$ cat src/rtl/arb_pkg.sv
// Shared definitions for the four-way round-robin arbiter.
// Holds the state encoding and the rotating priority search.
package arb_pkg;

    localparam int N_REQ = 4;
    localparam int ID_W  = 2;

    typedef enum logic {
        IDLE = 1'b0,
        BUSY = 1'b1
    } state_t;

    // First set bit of req searching ptr, ptr+1, ... with wrap; one-hot result.
    function automatic logic [N_REQ-1:0] rotating_first(
        input logic [N_REQ-1:0] req,
        input logic [ID_W-1:0]  ptr
    );
        logic [N_REQ-1:0] res;
        logic             found;
        logic [ID_W-1:0]  idx;
        res   = '0;
        found = 1'b0;
        for (int i = 0; i < N_REQ; i++) begin
            idx = ptr + ID_W'(i);
            if (req[idx] && !found) begin
                res[idx] = 1'b1;
                found    = 1'b1;
            end
        end
        return res;
    endfunction

    function automatic logic [ID_W-1:0] onehot_index(input logic [N_REQ-1:0] oh);
        logic [ID_W-1:0] idx;
        idx = '0;
        for (int i = 0; i < N_REQ; i++) begin
            if (oh[i]) begin
                idx = ID_W'(i);
            end
        end
        return idx;
    endfunction

endpackage

$ cat src/rtl/onehot_to_bin4.sv
// Combinational 4-bit one-hot to 2-bit binary encoder with a separate valid flag.
// An all-zero input encodes to 0 with valid low.
module onehot_to_bin4
    import arb_pkg::*;
(
    input  logic [N_REQ-1:0] onehot,
    output logic [ID_W-1:0]  bin,
    output logic             valid
);

    assign bin   = {onehot[3] | onehot[2], onehot[3] | onehot[1]};
    assign valid = |onehot;

endmodule

$ cat src/rtl/rr_arbiter_4.sv
// Four-requester round-robin arbiter with registered one-hot grant, binary index
// and an optional hold-time limit that revokes a grant and forces rotation.
module rr_arbiter_4
    import arb_pkg::*;
#(
    parameter int MAX_HOLD = 16
) (
    input  logic             clk,
    input  logic             rst,
    input  logic [N_REQ-1:0] req,
    output logic [N_REQ-1:0] gnt,
    output logic [ID_W-1:0]  gnt_id,
    output logic             gnt_valid,
    output logic             timeout
);

    // Keep the counter at least one bit wide so MAX_HOLD=0 still elaborates.
    localparam int               CNT_W   = (MAX_HOLD > 0) ? $clog2(MAX_HOLD + 1) : 1;
    localparam logic [CNT_W-1:0] CNT_MAX = CNT_W'(MAX_HOLD);
    localparam logic [CNT_W-1:0] CNT_ONE = CNT_W'(1);

    state_t           state_reg,   state_next;
    logic [N_REQ-1:0] gnt_reg,     gnt_next;
    logic [ID_W-1:0]  ptr_reg,     ptr_next;
    logic [CNT_W-1:0] cnt_reg,     cnt_next;
    logic             timeout_reg, timeout_next;

    logic             owner_req;
    logic             limit_hit;
    logic             do_arb;
    logic [N_REQ-1:0] cand;
    logic [N_REQ-1:0] pick;

    assign owner_req = |(req & gnt_reg);
    assign limit_hit = (MAX_HOLD != 0) && (cnt_reg == CNT_MAX);

    always_comb begin
        state_next   = state_reg;
        gnt_next     = gnt_reg;
        ptr_next     = ptr_reg;
        cnt_next     = cnt_reg;
        timeout_next = 1'b0;
        do_arb       = 1'b0;
        cand         = req;
        pick         = '0;

        case (state_reg)
            IDLE: begin
                do_arb = 1'b1;
            end
            BUSY: begin
                if (!owner_req) begin
                    // Release takes precedence over revocation on the same edge.
                    do_arb = 1'b1;
                end else if (limit_hit) begin
                    timeout_next = 1'b1;
                    do_arb       = 1'b1;
                    cand         = req & ~gnt_reg;
                end else if (MAX_HOLD != 0) begin
                    cnt_next = cnt_reg + CNT_ONE;
                end
            end
            default: begin
                state_next = IDLE;
            end
        endcase

        if (do_arb) begin
            pick = rotating_first(cand, ptr_reg);
            if (|pick) begin
                state_next = BUSY;
                gnt_next   = pick;
                ptr_next   = onehot_index(pick) + ID_W'(1);
                cnt_next   = CNT_ONE;
            end else begin
                state_next = IDLE;
                gnt_next   = '0;
                cnt_next   = '0;
            end
        end
    end

    always_ff @(posedge clk or posedge rst) begin
        if (rst) begin
            state_reg   <= IDLE;
            gnt_reg     <= '0;
            ptr_reg     <= '0;
            cnt_reg     <= '0;
            timeout_reg <= 1'b0;
        end else begin
            state_reg   <= state_next;
            gnt_reg     <= gnt_next;
            ptr_reg     <= ptr_next;
            cnt_reg     <= cnt_next;
            timeout_reg <= timeout_next;
        end
    end

    assign gnt     = gnt_reg;
    assign timeout = timeout_reg;

    onehot_to_bin4 u_enc (
        .onehot (gnt_reg),
        .bin    (gnt_id),
        .valid  (gnt_valid)
    );

endmodule

$ cat config.mk
export PLATFORM = sky130hd
export DESIGN_NAME = rr_arbiter_4
export DESIGN_NICKNAME = d
export VERILOG_FILES = /design/src/rtl/arb_pkg.sv /design/src/rtl/onehot_to_bin4.sv /design/src/rtl/rr_arbiter_4.sv
export SDC_FILE = /design/constraint.sdc
export NUM_CORES = 1
export LEC_CHECK = 0
export ABC_AREA = 1
export CORE_MARGIN = 2
export CORE_UTILIZATION = 30
export CTS_BUF_LIST = sky130_fd_sc_hd__clkbuf_8
export DETAILED_ROUTE_END_ITERATION = 16
export GPL_TIMING_DRIVEN = 0
export MAX_ROUTING_LAYER = met4
export SLEW_MARGIN = 20
export SYNTH_ARGS = -nofsm -noshare
export SYNTH_HDL_FRONTEND = slang
export SYNTH_HIERARCHICAL = 1
export SYNTH_SLANG_ARGS = --single-unit
$ cat constraint.sdc
create_clock -name clk -period 1.98 [get_ports clk]
set_input_delay 0.594 -clock clk [delete_from_list [all_inputs] [get_ports clk]]
set_output_delay 0.594 -clock clk [all_outputs]
set_load 0.1 [all_outputs]
# After elaboration in Yosys (flattened, before gate mapping)
# Cells that the tools add are included.
[classes] addsub=5 magnitude_cmp=8 eq_ne=2 muxes=50 n_bitwise=9 n_reduce_logical=17
[ops] op="two-way mux 4 bit" count=12
[ops] op="two-way mux 1 bit" count=21
[ops] op="two-way mux 5 bit" count=4
[ops] op="< comparator 2 x 3 -> 1 bit, second input constant" count=4
[ops] op="bitwise OR 4 bit" count=3
[ops] op="OR reduction 4 bit" count=3
[ops] op="bitwise AND 4 bit" count=2
[ops] op="binary-select mux 1 bit (select 2 bit)" count=4
[ops] op="demux 1 bit (select 2 bit)" count=4
[ops] op="greater-or-equal comparator 2 x 1 -> 1 bit, second input constant" count=4
[ops] op="two-way mux 2 bit" count=4
[ops] op="logical AND 1 bit" count=7
[ops] op="adder 5 x 1 -> 5 bit, second input constant" count=1
[ops] op="== test 5 bit, second input constant" count=1
[ops] op="adder 2 x 1 -> 2 bit, second input constant" count=2
[ops] op="adder 2 bit, second input constant" count=2
[ops] op="inverter 4 bit" count=1
[ops] op="nonzero test 2 bit" count=2
[ops] op="zero test 1 bit" count=3
[ops] op="AND reduction 3 bit" count=1
[ops] op="!= test 2 x 1 -> 1 bit, second input constant" count=1
[ops] op="bitwise OR 1 bit" count=2
[ops] op="one-hot mux 1 bit (2 select lines)" count=1
[ops] op="AND reduction 2 bit" count=1
[ops] op="inverter 1 bit" count=1
[totals] register_bits=13 in_bits=6

# Depth between registers and ports, before layout
# Gate-level depths: netlist (run 1).
[depth] depth_word=27 depth_mapped=20 depth_no_buf=20

# Modules after synthesis
# The synthesis (run 1) kept the hierarchy.
[by_module_without_submodules] mod="rr_arbiter_4" instances=1 cells_per_inst=157 area_per_inst_um2=1134.8 seq_area_each_um2=325.3
[by_module_without_submodules] mod="onehot_to_bin4" instances=1 cells_per_inst=5 area_per_inst_um2=21.3 seq_area_each_um2=0.0

# Worst setup path after synthesis (run 1)
# OpenSTA, ideal clock, no wires.
[synth_timing] path_type="register -> register" startpoint="register gnt_reg[0], in the netlist gnt[0]" endpoint="register ptr_reg[1]" arrival_time_ns=2.340 required_time_ns=1.860 path_slack_ns=-0.481 stages_incl_launch_ff=16 cell_sequence="dfrtp_1 clkinv_1 nand2_1 nand3_1 nand3_2 nand3_2 nand3_1 nand2_2 nor2_4 nand3_1 nand3b_4 nor2_2 nand2_2 nand2_2 nand2_1 nand2_1"
[synth_between] elab_chain_cells=27 word_cells_on_any_way=48
[synth_lines] item="start, declared" line="rr_arbiter_4.sv:23" text="logic [N_REQ-1:0] gnt_reg, gnt_next;"
[synth_lines] item="start signal, assigned" line="rr_arbiter_4.sv:92" text="gnt_reg <= gnt_next;"
[synth_lines] item="inverter 4 bit" line="rr_arbiter_4.sv:58" text="cand = req & ~gnt_reg;"
[synth_lines] item="bitwise AND 4 bit" line="rr_arbiter_4.sv:58"
[synth_lines] item="two-way mux 4 bit" line="rr_arbiter_4.sv:55" text="end else if (limit_hit) begin"
[synth_lines] item="two-way mux 4 bit" line="rr_arbiter_4.sv:52" text="if (!owner_req) begin"
[synth_lines] item="two-way mux 4 bit" line="rr_arbiter_4.sv:47" text="case (state_reg)"
[synth_lines] item="binary-select mux 1 bit (select 2 bit)" line="arb_pkg.sv:25" text="if (req[idx] && !found) begin"
[synth_lines] item="two-way mux 1 bit (not written as such)" line="arb_pkg.sv:25"
[synth_lines] item="two-way mux 1 bit" line="arb_pkg.sv:25"
[synth_lines] item="[... 10 more ...]"
[synth_lines] item="logical AND 1 bit" line="arb_pkg.sv:25"
[synth_lines] item="two-way mux 4 bit" line="arb_pkg.sv:25"
[synth_lines] item="two-way mux 4 bit" line="rr_arbiter_4.sv:68" text="if (do_arb) begin"
[synth_lines] item="two-way mux 1 bit" line="arb_pkg.sv:37" text="if (oh[i]) begin"
[synth_lines] item="two-way mux 2 bit (2 in a row)" line="arb_pkg.sv:37"
[synth_lines] item="two-way mux 2 bit" line="rr_arbiter_4.sv:70" text="if (|pick) begin"
[synth_lines] item="two-way mux 2 bit" line="rr_arbiter_4.sv:68"
[synth_lines] item="adder 2 x 1 -> 2 bit" line="rr_arbiter_4.sv:73" text="ptr_next = onehot_index(pick) + ID_W'(1);"
[synth_lines] item="end signal, assigned" line="rr_arbiter_4.sv:93" text="ptr_reg <= ptr_next;"
[synth_lines] item="end, declared" line="rr_arbiter_4.sv:24" text="logic [ID_W-1:0] ptr_reg, ptr_next;"
# Parallel ways exist; a longest one is shown, timed or not. The select of a mux whose other input is x is not followed.
# A chain may end at the register's enable or synchronous reset.

# Final worst setup path (run 1)
[layout_timing] startpoint="register cnt_reg[0]" endpoint="register ptr_reg[1]"
[layout_between] elab_chain_cells=26 word_cells_on_any_way=46
[layout_lines] item="start, declared" line="rr_arbiter_4.sv:25" text="logic [CNT_W-1:0] cnt_reg, cnt_next;"
[layout_lines] item="start signal, assigned" line="rr_arbiter_4.sv:94" text="cnt_reg <= cnt_next;"
[layout_lines] item="== test 5 bit (*)" line="rr_arbiter_4.sv:35" text="assign limit_hit = (MAX_HOLD != 0) && (cnt_reg == CNT_MAX);"
[layout_lines] item="two-way mux 4 bit" line="rr_arbiter_4.sv:55"
[layout_lines] item="two-way mux 4 bit" line="rr_arbiter_4.sv:52"
[layout_lines] item="two-way mux 4 bit" line="rr_arbiter_4.sv:47"
[layout_lines] item="binary-select mux 1 bit (select 2 bit)" line="arb_pkg.sv:25"
[layout_lines] item="two-way mux 1 bit (not written as such)" line="arb_pkg.sv:25"
[layout_lines] item="two-way mux 1 bit" line="arb_pkg.sv:25"
[layout_lines] item="two-way mux 1 bit" line="rr_arbiter_4.sv:68"
[layout_lines] item="[... 9 more ...]"
[layout_lines] item="logical AND 1 bit" line="arb_pkg.sv:25"
[layout_lines] item="two-way mux 4 bit" line="arb_pkg.sv:25"
[layout_lines] item="two-way mux 4 bit" line="rr_arbiter_4.sv:68"
[layout_lines] item="two-way mux 1 bit" line="arb_pkg.sv:37"
[layout_lines] item="two-way mux 2 bit (2 in a row)" line="arb_pkg.sv:37"
[layout_lines] item="two-way mux 2 bit" line="rr_arbiter_4.sv:70"
[layout_lines] item="two-way mux 2 bit" line="rr_arbiter_4.sv:68"
[layout_lines] item="adder 2 x 1 -> 2 bit" line="rr_arbiter_4.sv:73"
# Mark *: on every way between the ends. The rest lies on a longest branch, timed or not. The select of a mux whose other input is x is not followed.

==> flow_summary_export.csv, run 1 <==
group,metric,value,unit
run,maxCapViolCount,0,
sta,slew_headroom,63.6,%
global_routing,gr-total-overflow,0,
placed_design,portBuffers,13,
global_routing,grt_max_degree,14,
synthesis,synth_cell_types,24,
setup_path,cp.required,2110,ps
floorplanning,fp.coreArea,3690,sq um
routing,drt_iter0_drc,63,
sta,hold_viol,0,
sta,fin_skew,3.44,ps
synthesis,synthCells,162,
global_routing,first_global_vias,1133,
layout,largest_reg_flops,5,
floorplanning,dieHeight,66.1,um
sta,rsz0062_at_grt,"yes",
sta,final.setup.worst_slack,-162,ps
placed_design,place_hpwl,1970,um
sta,drv_slew,0,
placed_design,dp_cells,223,
layout,finalNetCount,208,
layout,layout-drive-gt1-share,50.5,%
routing,drc,0,
routing,num_vias,1144,
setup_path,crit_fanout,8,
setup_path,critical_path_class,"reg -> reg",
sta,setup_tns,-550,ps
layout,fillers,369,
routing,viasPerCell,4.77,
clocking,cts_tree,"yes",
sta,timing.fmax,467,MHz
synthesis,synth_top_area_share,28.1,%
sta,worst_slew_pin_slew,549,ps
min_path,hold_path.class,"reg -> reg",
routing,wirelength,3120,um
synthesis,yosysTopAreaCell,"dfrtp_1",
clocking,numClockSinks,13,
layout,multiInputGateArea,991,sq um
synthesis,synth_area_leaders,"dfrtp_1, nand3_1, nand2_1",
placed_design,dp_slack,-555,ps
synthesis,synth-seq-cells,13,
synthesis,ys_warn_count,6,
routing,wl_per_cell,13.0,um
sta,whs,520,ps
layout,seq_area,345,sq um
floorplanning,die_w,66.1,um
clocking,htree_num_levels,1,
clocking,root_buffer,"clkbuf_8",
global_routing,grt_first_pass_wirelength,5040,um
clocking,clk_pin_slew,60,ps
floorplanning,fp.dieArea,4370,sq um
synthesis,syn_area,1160,sq um
clocking,cts_made_buffers,3,
synthesis,synth-seq-area-share,28.1,%
layout,final_cells,240,
floorplanning,std_cell_rows,22,
status,status,"finished, violations left",
placed_design,gp_congestion,0.840,
setup_path,start_kind,"flip-flop",
sta,finalSetupViolations,6,
layout,antenna_cells,0,
layout,syn2layout_area_growth,53.9,%
synthesis,avgSynthCellArea,7.14,sq um
clocking,max-clock-path-buffers,2,
sta,period_needed,2140,ps
sta,period_share,108,%
global_routing,gr-usage-all-layers,15.2,%
floorplanning,design.portCount,14,
clocking,clock_latency,250,ps
setup_path,crit_path_end_kind,"flip-flop",
global_routing,antenna_found_initial,0,
routing,antenna_left,0,
synthesis,synth_fp_nets,177,
floorplanning,start_util,31.3,%
routing,firstDrtPassIters,4,
setup_path,crit_arrival,2270,ps
status,failed_checks,"negative setup slack",
==> layer usage <==
layer / vias up / GRT usage [%] / routed length [um] / part of all wire, %
met5: - / - / 0 / 0
met4: 0 / 4.59 / 35 / 1.1
met3: 5 / 2.04 / 74 / 2.4
met2: 21 / 26.4 / 1580 / 51
met1: 535 / 18.2 / 1430 / 46
li1: 583 / - / - / -
==> cells by family after synthesis <==
group / count (synthesis) / share of synthesized area, %
compound gates: 9 / 4.33
xor+xnor: 2 / 1.52
fa+ha+maj: 9 / 9.74
buf+inv: 24 / 7.90
flops: 13 / 28.1
simple gates: 105 / 48.4
==> layout by cell type (no fill, tap or decap), drive strengths merged, types with 2 or more instances in the layout <==
cell type	n
clkbuf	4
nand2	50
ha	9
dfrtp	13
nand3	40
buf	16
o21ai	5
clkinv	4
inv	20
nor2	12
a21oi	2
xor2	2
dlygate4sd2	4
clkdlybuf4s15	5
==> worst paths after layout <==
check | startpoint | to | slack (ps) | cells after the start
max in group asynchronous | rst | gnt[1] | 930 | 2
worst min register to register | cnt_reg[2] | cnt_reg[2] | 520 | 1
min in group asynchronous | rst | gnt[3] | 680 | 2
worst max register to register | cnt_reg[0] | ptr_reg[1] | -160 | 17
worst min-delay path | cnt_reg[2] | cnt_reg[2] | 520 | 1
worst max-delay path | cnt_reg[0] | ptr_reg[1] | -160 | 17
==> cells in the mapped netlist, drive strengths merged <==
library cell and n:
a21oi 2, a221oi 1, clkbuf 1, clkinv 3, dfrtp 13, ha 9, inv 20, nand2 50
nand3 40, nand3b 1, nor2 12, nor3 1, o21ai 5, o22ai 1, or2 1, xor2 2
==> area by class of cell <==
cell class / count / share of cell area (%)
Sequential cell: 13 / 19.4
Timing Repair Buffer: 26 / 13.2
Inverter: 23 / 5.49
Multi-Input combinational cell: 125 / 55.7
Clock inverter: 1 / 0.281
Clock buffer: 3 / 2.32
Tap cell: 48 / 3.38
Buffer: 1 / 0.281
==> critical path, cell delays in order, from the launching register on <==
cell	delay (ps)
dfrtp_1	390
inv_2	90
ha_4	140
nand2_4	60
inv_8	80
nand3_2	80
nand3_4	110
nand3_4	100
nand3_4	80
nand2_4	70
nor2_4	270
nand3_2	130
nand3b_4	120
nor2_2	40
nand2_2	60
nand2_2	70
nand2_1	60
nand2_1	50
==> per-stage QoR <==
stage	util, %	area [sq um]
floorplan	-	1180
global placement	37.1	1370
detailed placement	37.1	1370
CTS	44.7	1650
global route	48.2	1780
finish	48.2	1780
==> timing repair <==
| item | CTS | global route |
|---|---|---|
| buffers inserted | 9 | 4 |
| cloned | 0 | 0 |
| endpoints found under the hold margin | 0 | 0 |
| hold buffers | 0 | 0 |
| endpoints found under the setup margin | 19 | 12 |
| resized for setup | 72 | 19 |
| pin swaps | 20 | 13 |
Power of run 1 is left out: the tool's default activity adds up to more than one toggle a clock period on the data nets, which glitch-free logic cannot reach.
==> run 2: changes to the inputs <==
- CELL_PAD_IN_SITES_DETAIL_PLACEMENT: unset -> 1
- CELL_PAD_IN_SITES_GLOBAL_PLACEMENT: unset -> 2
- CORE_UTILIZATION: 30 -> 29
- MAX_ROUTING_LAYER: met4 -> unset
- PLACE_DENSITY_LB_ADDON: unset -> 0.1
==> run 2 against run 1 <==
  * The run still ends with negative setup slack left
  * Sequential share of layout area down 1.0 points
  * First-iteration DRC count down 51%
  * Clock-buffer cell count unchanged
  * Die area up 3.2%
  * Register-to-register slack better by 30 ps
  * Global-route usage up 1.7 points
  * Routed wire length up 15%
==> flow_summary_export.csv, run 2 (same netlist as run 1, synthesis figures left out) <==
group,metric,value,unit
setup_path,cp.required,2160,ps
sta,period_share,107,%
sta,fin_skew,1.03,ps
clocking,numClockSinks,13,
routing,num_vias,1162,
setup_path,crit_path_end_kind,"flip-flop",
global_routing,antenna_found_initial,0,
placed_design,dp_slack,-628,ps
sta,period_needed,2110,ps
layout,fillers,453,
status,status,"finished, violations left",
floorplanning,start_util,30.9,%
layout,stdcell_area,1870,sq um
sta,rsz0062_at_grt,"yes",
clocking,max-clock-path-buffers,2,
layout,final_common_cell,"nand2_1",
setup_path,critical_path_class,"reg -> reg",
floorplanning,die_w,67.1,um
layout,largest_reg_flops,5,
clocking,htree_num_levels,1,
routing,firstDrtPassIters,4,
placed_design,place_hpwl,2480,um
sta,slew_headroom,63.5,%
sta,whs,558,ps
status,failed_checks,"negative setup slack",
global_routing,gr-total-overflow,0,
placed_design,portBuffers,13,
clocking,cts_tree,"yes",
clocking,clk_pin_slew,50,ps
global_routing,gr-usage-met2,29.1,%
layout,layout-drive-gt1-share,55.7,%
floorplanning,design.portCount,14,
global_routing,grt_first_pass_wirelength,5700,um
clocking,cts_made_buffers,3,
setup_path,start_kind,"flip-flop",
setup_path,crit_fanout,8,
sta,timing.fmax,474,MHz
sta,finalSetupViolations,6,
layout,finalNetCount,210,
floorplanning,fp.dieArea,4510,sq um
setup_path,crit_arrival,2290,ps
global_routing,grt-busiest-layer,"met2",
routing,drt_iter0_drc,31,
floorplanning,dieHeight,67.1,um
sta,final.setup.worst_slack,-130,ps
global_routing,met1_usage,22.0,%
sta,worst_slew_pin_slew,551,ps
routing,wl_per_cell,14.8,um
clocking,clock_latency,240,ps
routing,wirelength,3580,um
global_routing,use_met3,1.50,%
global_routing,grt_max_degree,14,
clocking,root_buffer,"clkbuf_8",
sta,drv_slew,0,
floorplanning,std_cell_rows,22,
routing,drc,0,
min_path,hold_path.class,"reg -> reg",
global_routing,gr-usage-all-layers,16.8,%
sta,hold_viol,0,
routing,viasPerCell,4.80,
global_routing,first_global_vias,1187,
run,maxCapViolCount,0,
placed_design,dpl_cell_area,1370,sq um
clocking,cts_hold_buf,0,
floorplanning,fp.coreArea,3740,sq um
layout,syn2layout_area_growth,61.9,%
placed_design,gp_congestion,0.814,
routing,antenna_left,0,
sta,setup_tns,-544,ps
layout,layout_common_cells,"nand2_1, nand3_2, inv_1, buf_4, nand3_4",
layout,antenna_cells,0,
-- run 2: cell types whose count changed in the layout (fill, tap and decap cells not counted), sizes merged --
cell,before,now
clkinv,4,3
inv,20,21
buf,16,18
-- run 2: critical path, stage by stage, from the launching register on --
cell	delay, ps
dfrtp_1	390
inv_2	80
ha_4	130
nand2_4	60
inv_8	80
nand2_8	70
nand2_4	80
nand3_4	90
nand3_4	120
nand3_4	80
nand2_4	90
nor2_4	40
buf_12	140
nand3_2	70
nand3_2	90
nor2_2	140
nand2_2	90
nand2_4	90
nand2_1	50
nand2_1	50
-- run 2: routing by layer --
metal / up-vias / share of wire [%] / wire [um]
met4: 0 / 1.2 / 43
met5: - / 0 / 0
met3: 6 / 1.4 / 51
li1: 588 / - / -
met2: 10 / 50 / 1800
met1: 558 / 47 / 1680
-- run 2: area by class of cell --
type	count	area, sq um	share of cell area, %
clock buffer	3	41.3	2.21
clock inverter	1	3.75	0.201
buffer	1	5.00	0.267
tap	48	60.1	3.21
multi-input combinational	125	1060	56.8
timing repair buffer	28	258	13.8
sequential	13	344	18.4
inverter	23	97.6	5.21
-- run 2: worst paths after layout --
check                        endpoint  startpoint  slack (ps)  cells after the start
max reg2reg                ptr_reg[0]  cnt_reg[0]        -130                     19
min                        cnt_reg[2]  cnt_reg[2]         560                      1
max                        ptr_reg[0]  cnt_reg[0]        -130                     19
min reg2reg                cnt_reg[2]  cnt_reg[2]         560                      1
min in group asynchronous      gnt[3]         rst         680                      2
max in group asynchronous      gnt[0]         rst         930                      2
-- run 2: what timing repair did --
action	CTS	global route
buffers inserted	11	5
pin swaps	21	16
gates resized for setup	71	34
endpoints found under the setup margin	19	9
-- run 2: per-stage QoR --
stage | utilization (%) | instances
3_3_place_gp | 36.5 | 223
3_5_place_dp | 36.5 | 223
6_report | 50.0 | 242
2_1_floorplan | - | 162
4_1_cts | 45.3 | 238
5_1_grt | 50.0 | 242
Power of run 2 is left out for the same reason.
==> run 3: changes to the inputs <==
- RECOVER_POWER: unset -> 25
==> run 3 against run 2 <==
  * Clock-buffer cell count stayed put
  * Die area stayed put
  * Via count unchanged
  * Largest cell class unchanged
  * Critical endpoint unchanged
  * The flow still finishes with violations (negative setup slack)
  * Final cell count did not move
  * Worst setup slack did not move
==> flow_summary_export.csv, run 3 (same netlist as run 1, synthesis figures left out) <==
group,metric,value,unit
global_routing,first_global_vias,1187,
setup_path,critical_path_class,"reg -> reg",
floorplanning,design.portCount,14,
layout,largest_reg_flops,5,
sta,finalSetupViolations,6,
placed_design,portBuffers,13,
clocking,htree_num_levels,1,
placed_design,gp_congestion,0.814,
sta,period_needed,2110,ps
run,maxCapViolCount,0,
setup_path,crit_arrival,2290,ps
clocking,max-clock-path-buffers,2,
min_path,min_to,"cnt_reg[2]",
setup_path,worstReg2RegEnd,"ptr_reg[0]",
status,failed_checks,"negative setup slack",
setup_path,r2r_cells,19,
min_path,min_from,"cnt_reg[2]",
min_path,hold_path.class,"reg -> reg",
layout,syn2layout_area_growth,61.9,%
setup_path,crit_fanout,8,
sta,drv_slew,0,
placed_design,place_hpwl,2480,um
routing,wl_per_cell,14.8,um
routing,firstDrtPassIters,4,
sta,hold_viol,0,
clocking,root_buffer,"clkbuf_8",
floorplanning,std_cell_rows,22,
sta,period_share,107,%
floorplanning,start_util,30.9,%
global_routing,gr-total-overflow,0,
placed_design,dpl_cell_area,1370,sq um
sta,fin_skew,1.03,ps
routing,num_vias,1162,
routing,drc,0,
setup_path,regToRegStartpoint,"cnt_reg[0]",
floorplanning,fp.dieArea,4510,sq um
layout,antenna_cells,0,
sta,slew_headroom,63.5,%
sta,worst_slew_pin_slew,551,ps
min_path,holdPathStages,1,
routing,antenna_left,0,
layout,fillers,453,
floorplanning,die_w,67.1,um
layout,stdcell_area,1870,sq um
setup_path,r2r_slack,-130,ps
clocking,clock_latency,240,ps
setup_path,start_kind,"flip-flop",
clocking,cts_tree,"yes",
global_routing,antenna_found_initial,0,
layout,layout_common_cells,"nand2_1, nand3_2, inv_1, buf_4, nand3_4",
layout,finalNetCount,210,
setup_path,cp.required,2160,ps
sta,final.setup.worst_slack,-130,ps
clocking,clk_pin_slew,50,ps
setup_path,crit_path_end_kind,"flip-flop",
global_routing,grt_first_pass_wirelength,5700,um
setup_path,cp-startpoint,"cnt_reg[0]",
sta,timing.fmax,474,MHz
floorplanning,dieHeight,67.1,um
global_routing,gr-usage-all-layers,16.8,%
clocking,cts_made_buffers,3,
sta,rsz0062_at_grt,"yes",
status,status,"finished, violations left",
global_routing,grt_max_degree,14,
routing,viasPerCell,4.80,
layout,final_common_cell,"nand2_1",
layout,layout-drive-gt1-share,55.7,%
routing,drt_iter0_drc,31,
floorplanning,fp.coreArea,3740,sq um
routing,wirelength,3580,um
clocking,numClockSinks,13,
run 3: how the worst max path moves through the flow:
stage,end,cells past startpoint
final,ptr_reg[0],19
after global routing,ptr_reg[1],19
after CTS,ptr_reg[1],19
after detailed placement,ptr_reg[1],16
after global placement,ptr_reg[1],16
after floorplan,ptr_reg[1],15
run 3: worst max-delay path, cell delays in order (launching register included):
cell     delay, ps
dfrtp_1        390
inv_2           80
ha_4           130
nand2_4         60
inv_8           80
nand2_8         70
nand2_4         80
nand3_4         90
nand3_4        120
nand3_4         80
nand2_4         90
nor2_4          40
buf_12         140
nand3_2         70
nand3_2         90
nor2_2         140
nand2_2         90
nand2_4         90
nand2_1         50
nand2_1         50
run 3: final cells by class:
type                       count  area [sq um]  area share [%]
buffer                         1          5.00           0.267
clock buffer                   3          41.3            2.21
clock inverter                 1          3.75           0.201
inverter                      23          97.6            5.21
multi-input combinational    125          1060            56.8
sequential                    13           344            18.4
tap                           48          60.1            3.21
timing repair buffer          28           258            13.8
run 3: layer usage:
metal	global-route usage [%]	vias to the layer above	part of all wire, %	routed length, um
met5	0	-	0	0
met4	5.61	0	1.2	43
met3	1.50	6	1.4	51
met2	29.1	10	50	1800
met1	22.0	558	47	1680
li1	-	588	-	-
run 3: per-stage QoR:
stage / setup slack [ps] / std cells / utilization [%] / hold slack, ps / setup TNS (ps)
finish: -130 / 242 / 50.0 / 558 / -544
global route: -288 / 242 / 50.0 / 633 / -1540
CTS: -150 / 238 / 45.3 / 567 / -701
detailed placement: -628 / 223 / 36.5 / 557 / -7410
global placement: -591 / 223 / 36.5 / 544 / -7110
floorplan: 8.82 / 162 / - / 471 / 0
run 3: timing repair:
| item | in CTS | in global routing |
|---|---|---|
| gates resized for setup | 71 | 34 |
| endpoints found under the setup margin | 19 | 9 |
| endpoints found under the hold margin | 0 | 0 |
| hold buffers | 0 | 0 |
| pin swaps | 21 | 16 |
| setup buffers | 11 | 5 |
Power of run 3 is left out for the same reason.
